## config.mk

```make
export PLATFORM = sky130hd
export DESIGN_NAME = apb_slv_mux
export DESIGN_NICKNAME = d
export VERILOG_FILES = /design/src/rtl/apb_slv_mux.sv
export SDC_FILE = /design/constraint.sdc
export NUM_CORES = 1
export LEC_CHECK = 0
export BUFFER_PORTS_ARGS = -buffer_cell sky130_fd_sc_hd__buf_2
export CAP_MARGIN = 20
export CORE_ASPECT_RATIO = 1.2
export CORE_UTILIZATION = 34
export DETAILED_ROUTE_END_ITERATION = 6
export PLACE_DENSITY = 0.78
export SYNTH_ARGS = -nofsm -noshare
export SYNTH_HDL_FRONTEND = slang
export SYNTH_SLANG_ARGS = --single-unit
```

## constraint.sdc

```tcl
create_clock -name hclk -period 1.94 [get_ports hclk]
set_input_delay 0.194 -clock hclk [delete_from_list [all_inputs] [get_ports hclk]]
set_output_delay 0.194 -clock hclk [all_outputs]
set_load 0.02 [all_outputs]
```

## src/rtl/apb_slv_mux.sv

```systemverilog
// APB slave decoder/multiplexer: one-hot select, ready/error/read-data return path.
// Optional wait-cycle watchdog compiled in with APB_SLV_TIMEOUT_EN.
`ifndef PADDR_WIDTH
`define PADDR_WIDTH 32
`endif
`ifndef APB_DATA_WIDTH
`define APB_DATA_WIDTH 32
`endif

module apb_slv_mux #(
    parameter int NUM_SLV     = 4,
    parameter int SEL_LSB     = 12,
    parameter int TIMEOUT_CYC = 16
) (
    input  logic                               hclk,
    input  logic                               hreset_n,
    input  logic                               psel_en,
    input  logic [`PADDR_WIDTH-1:0]            paddr,
    input  logic                               penable,
    input  logic                               pwrite,
    output logic [NUM_SLV-1:0]                 psel_s,
    input  logic [NUM_SLV-1:0]                 pready_s,
    input  logic [NUM_SLV-1:0]                 pslverr_s,
    input  logic [NUM_SLV*`APB_DATA_WIDTH-1:0] prdata_s,
    output logic                               pready_x,
    output logic                               pslverr_x,
    output logic [`APB_DATA_WIDTH-1:0]         hrdata,
    output logic                               tout_pulse
);

    localparam int DW = `APB_DATA_WIDTH;

    typedef enum logic [1:0] {IDLE, SETUP, ACCESS} state_t;

    state_t          state_q, state_d, phase;
    logic [1:0]      idx, idx_q;
    logic            mapped, mapped_q;
    logic            complete, timeout;
    logic            sel_rdy, sel_err;
    logic [DW-1:0]   hrdata_q;
    logic [3:0]      rdy_arr, err_arr;
    logic [DW-1:0]   rdata_arr [4];
    logic            unused_ok;

    assign idx    = paddr[SEL_LSB+1:SEL_LSB];
    assign mapped = (int'(idx) < NUM_SLV);

    // Pad the per-slave returns to the full 2-bit index space; unmapped slots read as 0.
    generate
        for (genvar gi = 0; gi < 4; gi++) begin : g_ret
            if (gi < NUM_SLV) begin : g_map
                assign rdy_arr[gi]   = pready_s[gi];
                assign err_arr[gi]   = pslverr_s[gi];
                assign rdata_arr[gi] = prdata_s[gi*DW +: DW];
            end else begin : g_unmap
                assign rdy_arr[gi]   = 1'b0;
                assign err_arr[gi]   = 1'b0;
                assign rdata_arr[gi] = '0;
            end
        end
        for (genvar gi = 0; gi < NUM_SLV; gi++) begin : g_sel
            assign psel_s[gi] = hreset_n & psel_en & mapped & (idx == 2'(gi));
        end
    endgenerate

    // Bus phase of the current cycle, resolved combinationally from the registered
    // state so a SETUP straight after a completion is recognised without delay.
    always_comb begin
        phase = IDLE;
        if (hreset_n && psel_en) begin
            case (state_q)
                IDLE:    phase = penable ? IDLE : SETUP;
                SETUP:   phase = penable ? ACCESS : SETUP;
                ACCESS:  phase = ACCESS;
                default: phase = IDLE;
            endcase
        end
    end

    assign sel_rdy = rdy_arr[idx_q];
    assign sel_err = err_arr[idx_q];

`ifdef APB_SLV_TIMEOUT_EN
    logic [7:0] cnt_q, cnt_d;
    logic       tout_q;

    assign timeout = (phase == ACCESS) && (cnt_q == 8'(TIMEOUT_CYC));

    always_comb begin
        cnt_d = cnt_q;
        if (phase == SETUP) begin
            cnt_d = 8'd0;
        end else if (phase == ACCESS && !sel_rdy) begin
            cnt_d = cnt_q + 8'd1;
        end
    end

    always_ff @(posedge hclk or negedge hreset_n) begin
        if (!hreset_n) begin
            cnt_q  <= 8'd0;
            tout_q <= 1'b0;
        end else begin
            cnt_q  <= cnt_d;
            tout_q <= timeout;
        end
    end

    assign tout_pulse = tout_q;
    assign unused_ok  = ^paddr;
`else
    assign timeout    = 1'b0;
    assign tout_pulse = 1'b0;
    assign unused_ok  = ^{paddr, 8'(TIMEOUT_CYC)};
`endif

    always_comb begin
        pready_x  = 1'b0;
        pslverr_x = 1'b0;
        if (phase == ACCESS) begin
            if (!mapped_q || timeout) begin
                pready_x  = 1'b1;
                pslverr_x = 1'b1;
            end else begin
                pready_x  = sel_rdy;
                pslverr_x = sel_err;
            end
        end
    end

    assign complete = (phase == ACCESS) && pready_x;

    always_comb begin
        state_d = phase;
        if (complete) begin
            state_d = IDLE;
        end
    end

    always_ff @(posedge hclk or negedge hreset_n) begin
        if (!hreset_n) begin
            state_q  <= IDLE;
            idx_q    <= 2'd0;
            mapped_q <= 1'b0;
            hrdata_q <= '0;
        end else begin
            state_q <= state_d;
            // Routing for ACCESS is frozen at the end of SETUP.
            if (phase == SETUP) begin
                idx_q    <= idx;
                mapped_q <= mapped;
            end
            if (complete && !pwrite && !pslverr_x) begin
                hrdata_q <= rdata_arr[idx_q];
            end
        end
    end

    assign hrdata = hrdata_q;

endmodule

```

### Yosys cells after proc, flatten, opt, wreduce, memory -nomap -nowiden

Cells that the tools add are included.

| word-level totals | value |
|---|---|
| output and inout port bits | 39 |
| word-level logic and storage cells | 43 |
| register bits | 37 |
| input port bits | 173 |

| operators by class | value |
|---|---|
| multiplexer cells | 16 |
| order comparisons | 2 |
| bitwise logic cells | 6 |
| eq/ne operators | 7 |
| reductions and logical operators | 8 |

Operator list:

| operator | number |
|---|---|
| binary-select mux 32 bit (select 2 bit) | 1 |
| 2-to-1 mux 32 bit | 2 |
| == test 2 bit (second input constant) | 4 |
| 2-to-1 mux 1 bit | 7 |
| == test 2 x 1 -> 1 bit (second input constant) | 3 |
| 2-to-1 mux 2 bit | 3 |
| one-hot mux 2 bit (3 select lines) | 1 |
| bitwise AND 1 bit | 5 |
| binary-select mux 1 bit (select 2 bit) | 2 |
| logical AND 1 bit | 4 |
| zero test 2 bit | 2 |
| >= comparator 3 bit (second input constant) | 1 |
| less-than comparator 2 x 3 -> 1 bit (second input constant) | 1 |
| inverter 2 -> 3 bit | 1 |
| zero test 1 bit | 2 |

### Longest topological paths before layout

| depth | value |
|---|---|
| depth after elaboration | 8 |
| mapped depth | 6 |

### Least setup slack after synthesis

No wires, ideal clock.

| path | value |
|---|---|
| kind | register to register |
| start | register idx_q[0] |
| end | register hrdata_q[7] (netlist: hrdata[7]) |
| required time | 1.813 ns |
| setup time | 0.127 ns |
| data arrival time | 1.844 ns |
| path slack | -0.032 ns |
| cell stages (with the launch flop) | 5 |
| cells stage by stage | dfrtp_1 buf_4 buf_1 mux4_2 mux2_1 |

| on the way | value |
|---|---|
| word-level cells in the longest chain between the ends | 7 |
| elaborated cells between the ends (all ways) | 16 |
| classes of those cells | mux (11); bitwise (1); reduce/logical (4) |

RTL lines:

| element | RTL line | text |
|---|---|---|
| start, declared | 36 | `logic [1:0] idx, idx_q;` |
| start signal, assigned | 149 | `idx_q <= idx;` |
| binary-select mux 1 bit (select 2 bit) | 80 | `assign sel_rdy = rdy_arr[idx_q];` |
| 2-to-1 mux 1 bit (not written as such) | 80 |  |
| 2-to-1 mux 1 bit | 120 | `if (!mapped_q \|\| timeout) begin` |
| 2-to-1 mux 1 bit | 119 | `if (phase == ACCESS) begin` |
| logical AND 1 bit | 130 | `assign complete = (phase == ACCESS) && pready_x;` |
| logical AND 1 bit (2 in series) | 152 | `if (complete && !pwrite && !pslverr_x) begin` |
| end signal, assigned | 153 | `hrdata_q <= rdata_arr[idx_q];` |
| end, declared | 40 | `logic [DW-1:0] hrdata_q;` |

Parallel ways exist; a longest one is shown, timed or not. The select of a mux whose other input is x is not followed.
A chain may end at the register's enable or synchronous reset.

### Worst setup path in the final report

| path | value |
|---|---|
| start | register state_q[1] |
| end | register hrdata_q[2] (netlist: hrdata[2]) |

| on the way | value |
|---|---|
| word-level cells in the longest chain between the ends | 8 |
| elaborated cells between the ends (all ways) | 12 |
| classes of those cells | eq/ne (3); mux (4); reduce/logical (5) |

RTL lines:

| element | RTL line | text |
|---|---|---|
| start, declared | 35 | `state_t state_q, state_d, phase;` |
| start signal, assigned | 146 | `state_q <= state_d;` |
| == test 2 bit, or another cell as far along | 71 | `case (state_q)` |
| one-hot mux 2 bit (3 select lines) * | 71 |  |
| 2-to-1 mux 2 bit * | 70 | `if (hreset_n && psel_en) begin` |
| == test 2 bit * | 119, 130 |  |
| 2-to-1 mux 1 bit | 119 |  |
| logical AND 1 bit | 130 |  |
| logical AND 1 bit | 152 |  |
| logical AND 1 bit * | 152 |  |

Mark *: on every way between the ends. The rest lies on a longest branch, timed or not.

==> results.json <==
{
  "grt_pass1_vias": 2135,
  "die_x_um": 76.8,
  "synth_edf_count": 0,
  "fp.dieH_um": 91.7,
  "layout_setup_ws_ns": 0.0272,
  "synthTopCellsByCount": "dfrtp_1 (37), mux2_2 (34), mux4_2 (33)",
  "grt.overflow.total": 0,
  "dpl_worst_slack_ns": -0.0129,
  "yosysMostFrequentCell": "dfrtp_1",
  "insertion_delay_ns": 0.28,
  "syn_inst": 137,
  "min_path_type": "in -> async",
  "async_reset_ff_frac": 1.00,
  "slew_violations": 0,
  "tns_ns": 0,
  "core_mm2": 0.00645,
  "critPathArrivalTime_ns": 2.08,
  "htreeDepth": 2,
  "critPathMaxFanout": 8,
  "leakage_nw": 1.80,
  "fin_crit_ns": 1.91,
  "endpoint_kind": "flip-flop",
  "n_fill_cell": 583,
  "synth_cell_type_count": 24,
  "syn-cell-area_mm2": 0.00228,
  "critical_path_class": "reg -> reg",
  "layout.nets": 496,
  "powerDensity_mw_per_mm2": 669,
  "antenna_found_initial": 1,
  "rows": 32,
  "holdWs_ns": 0.0527,
  "areaGrowthSynthToFinish_pct": 48.6,
  "cts_max_path_buffers": 2,
  "cts.sinks": 37,
  "period_share": 0.986,
  "routed_wl_um": 6290,
  "max_freq_mhz": 523,
  "drt_pass1_iterations": 4,
  "drc": 0,
  "grt_usage": 0.181,
  "grt_pass1_wl_um": 9770,
  "ys_seq_elements": 37,
  "cts_inserted_buffers": 5,
  "dr.first_iter.drc_count": 62,
  "path_clk_slew_ns": 0.07,
  "dieArea_mm2": 0.00704,
  "postLayoutCoreUtil": 0.526,
  "netlist.area_leader.share": 0.406,
  "ys_dominant_reg_cell": "dfrtp_1",
  "peakVddDrop_v": 0.000282,
  "start_kind": "flip-flop",
  "required_ns": 2.10,
  "max_cap_violations": 0,
  "wl_per_cell_um": 15.3,
  "syn_area_per_cell_um2": 16.6,
  "io_buffers": 180,
  "fin_skew_ns": 0.00343,
  "grt_max_degree": 39,
  "cts_tree": "done",
  "place_congestion": 0.758,
  "netlist_top_cells_area": "dfrtp_1 (41%), mux4_2 (33%), mux2_2 (17%)",
  "yosysTopAreaCell": "dfrtp_1",
  "setup_violations": 0,
  "hpwl_um": 5080,
  "layout-drive-gt1-share": 0.830,
  "final-hold-violation-count": 0,
  "io_pins": 212,
  "synth_seq_area_share": 0.406,
  "cts_hold_buffers": 0,
  "status": "finished clean",
  "ant_nets": 0,
  "initial_core_util": 0.354,
  "synth_nets": 310,
  "cts_root_buf": "clkbuf_8",
  "vias": 2039,
  "vias_per_cell": 4.97,
  "rsz0062_at_grt": "true",
  "ys_warn_count": 0
}
layout by cell type (no fill, tap or decap), drive strengths merged, types with 2 or more instances in the layout:
cell type | Yosys | routed
buf | 10 | 190
dfrtp | 37 | 37
mux2 | 35 | 35
mux4 | 33 | 33
clkbuf | 2 | 7
nor3b | 3 | 3
nand2 | 2 | 2
nor3 | 2 | 2
nor2b | 2 | 2
clkinv | 0 | 2
critical path, stage by stage (launching register included):
cell and delay (ns):
dfrtp_1 0.41, nand3b_1 0.18, a21o_1 0.22, nor4_4 0.25, buf_4 0.17, clkbuf_4 0.21
mux2_2 0.35
metrics by stage:
step / cells / cell area [um^2] / power [W]
after floorplan: 137 / 2280 / 0.00147
final: 410 / 3390 / 0.00227
after detailed placement: 398 / 3270 / 0.00178
after global placement: 398 / 3270 / 0.00175
after CTS: 406 / 3360 / 0.00232
after global routing: 409 / 3390 / 0.00242
flip-flops by register name, indices dropped and copies added, names as in the netlist:
signal,cells
hrdata,32
idx_q,2
state_q,2
mapped_q,1
power by group:
group	switching [W]	total, W	internal (W)
sequential	0.0000386	0.000881	0.000842
clock	0.000264	0.000513	0.000249
combinational	0.000374	0.000875	0.000501
worst paths after layout:
check / from / end / slack, ns / cells past startpoint
setup / recovery: state_q[1]$_DFF_PN0_ / hrdata[2]$_DFFE_PN0P_ / 0.03 / 6
max in group asynchronous: hreset_n / idx_q[1]$_DFFE_PN0N_ / 1.53 / 2
setup reg to reg: state_q[1]$_DFF_PN0_ / hrdata[2]$_DFFE_PN0P_ / 0.03 / 6
hold reg to reg: hrdata[17]$_DFFE_PN0P_ / hrdata[17]$_DFFE_PN0P_ / 0.50 / 1
min in group hclk: penable / state_q[0]$_DFF_PN0_ / 0.14 / 2
hold / removal: hreset_n / hrdata[22]$_DFFE_PN0P_ / 0.05 / 2
cell families (layout without fill, tap and decap cells):
kind of cell | Yosys count | count (layout) | synth area share
AOI/OAI and AO/OA | 3 | 3 | 0.00933
DFF | 37 | 37 | 0.406
buffers and inverters | 13 | 200 | 0.0351
and+or+nand+nor | 14 | 14 | 0.0450
other | 1 | 2 | 0.00164
muxes | 69 | 69 | 0.503
repair_timing:
item                       in CTS  in global routing
setup buffers                   0                  2
gates cloned                    0                  1
pin swaps                       0                  0
setup endpoints to repair      25                 32
gates resized for setup         0                  4
area by class of cell:
cell class,count,area [um^2],area share
Tap cell,85,106,0.0314
Sequential cell,37,928,0.274
Clock buffer,6,72.6,0.0214
Multi-Input combinational cell,87,1270,0.376
Inverter,1,3.75,0.00111
Timing Repair Buffer,191,991,0.292
Clock inverter,2,10.0,0.00295
Antenna cell,1,2.50,0.000738
per-layer routing:
metal,GRT usage,share of wire,up-vias
li1,-,-,924
met1,0.184,0.35,1008
met2,0.353,0.56,105
met3,0.0547,0.080,2
met4,0.0433,0.0054,0
met5,0,0,-
Power figures use the tool's default switching activity.
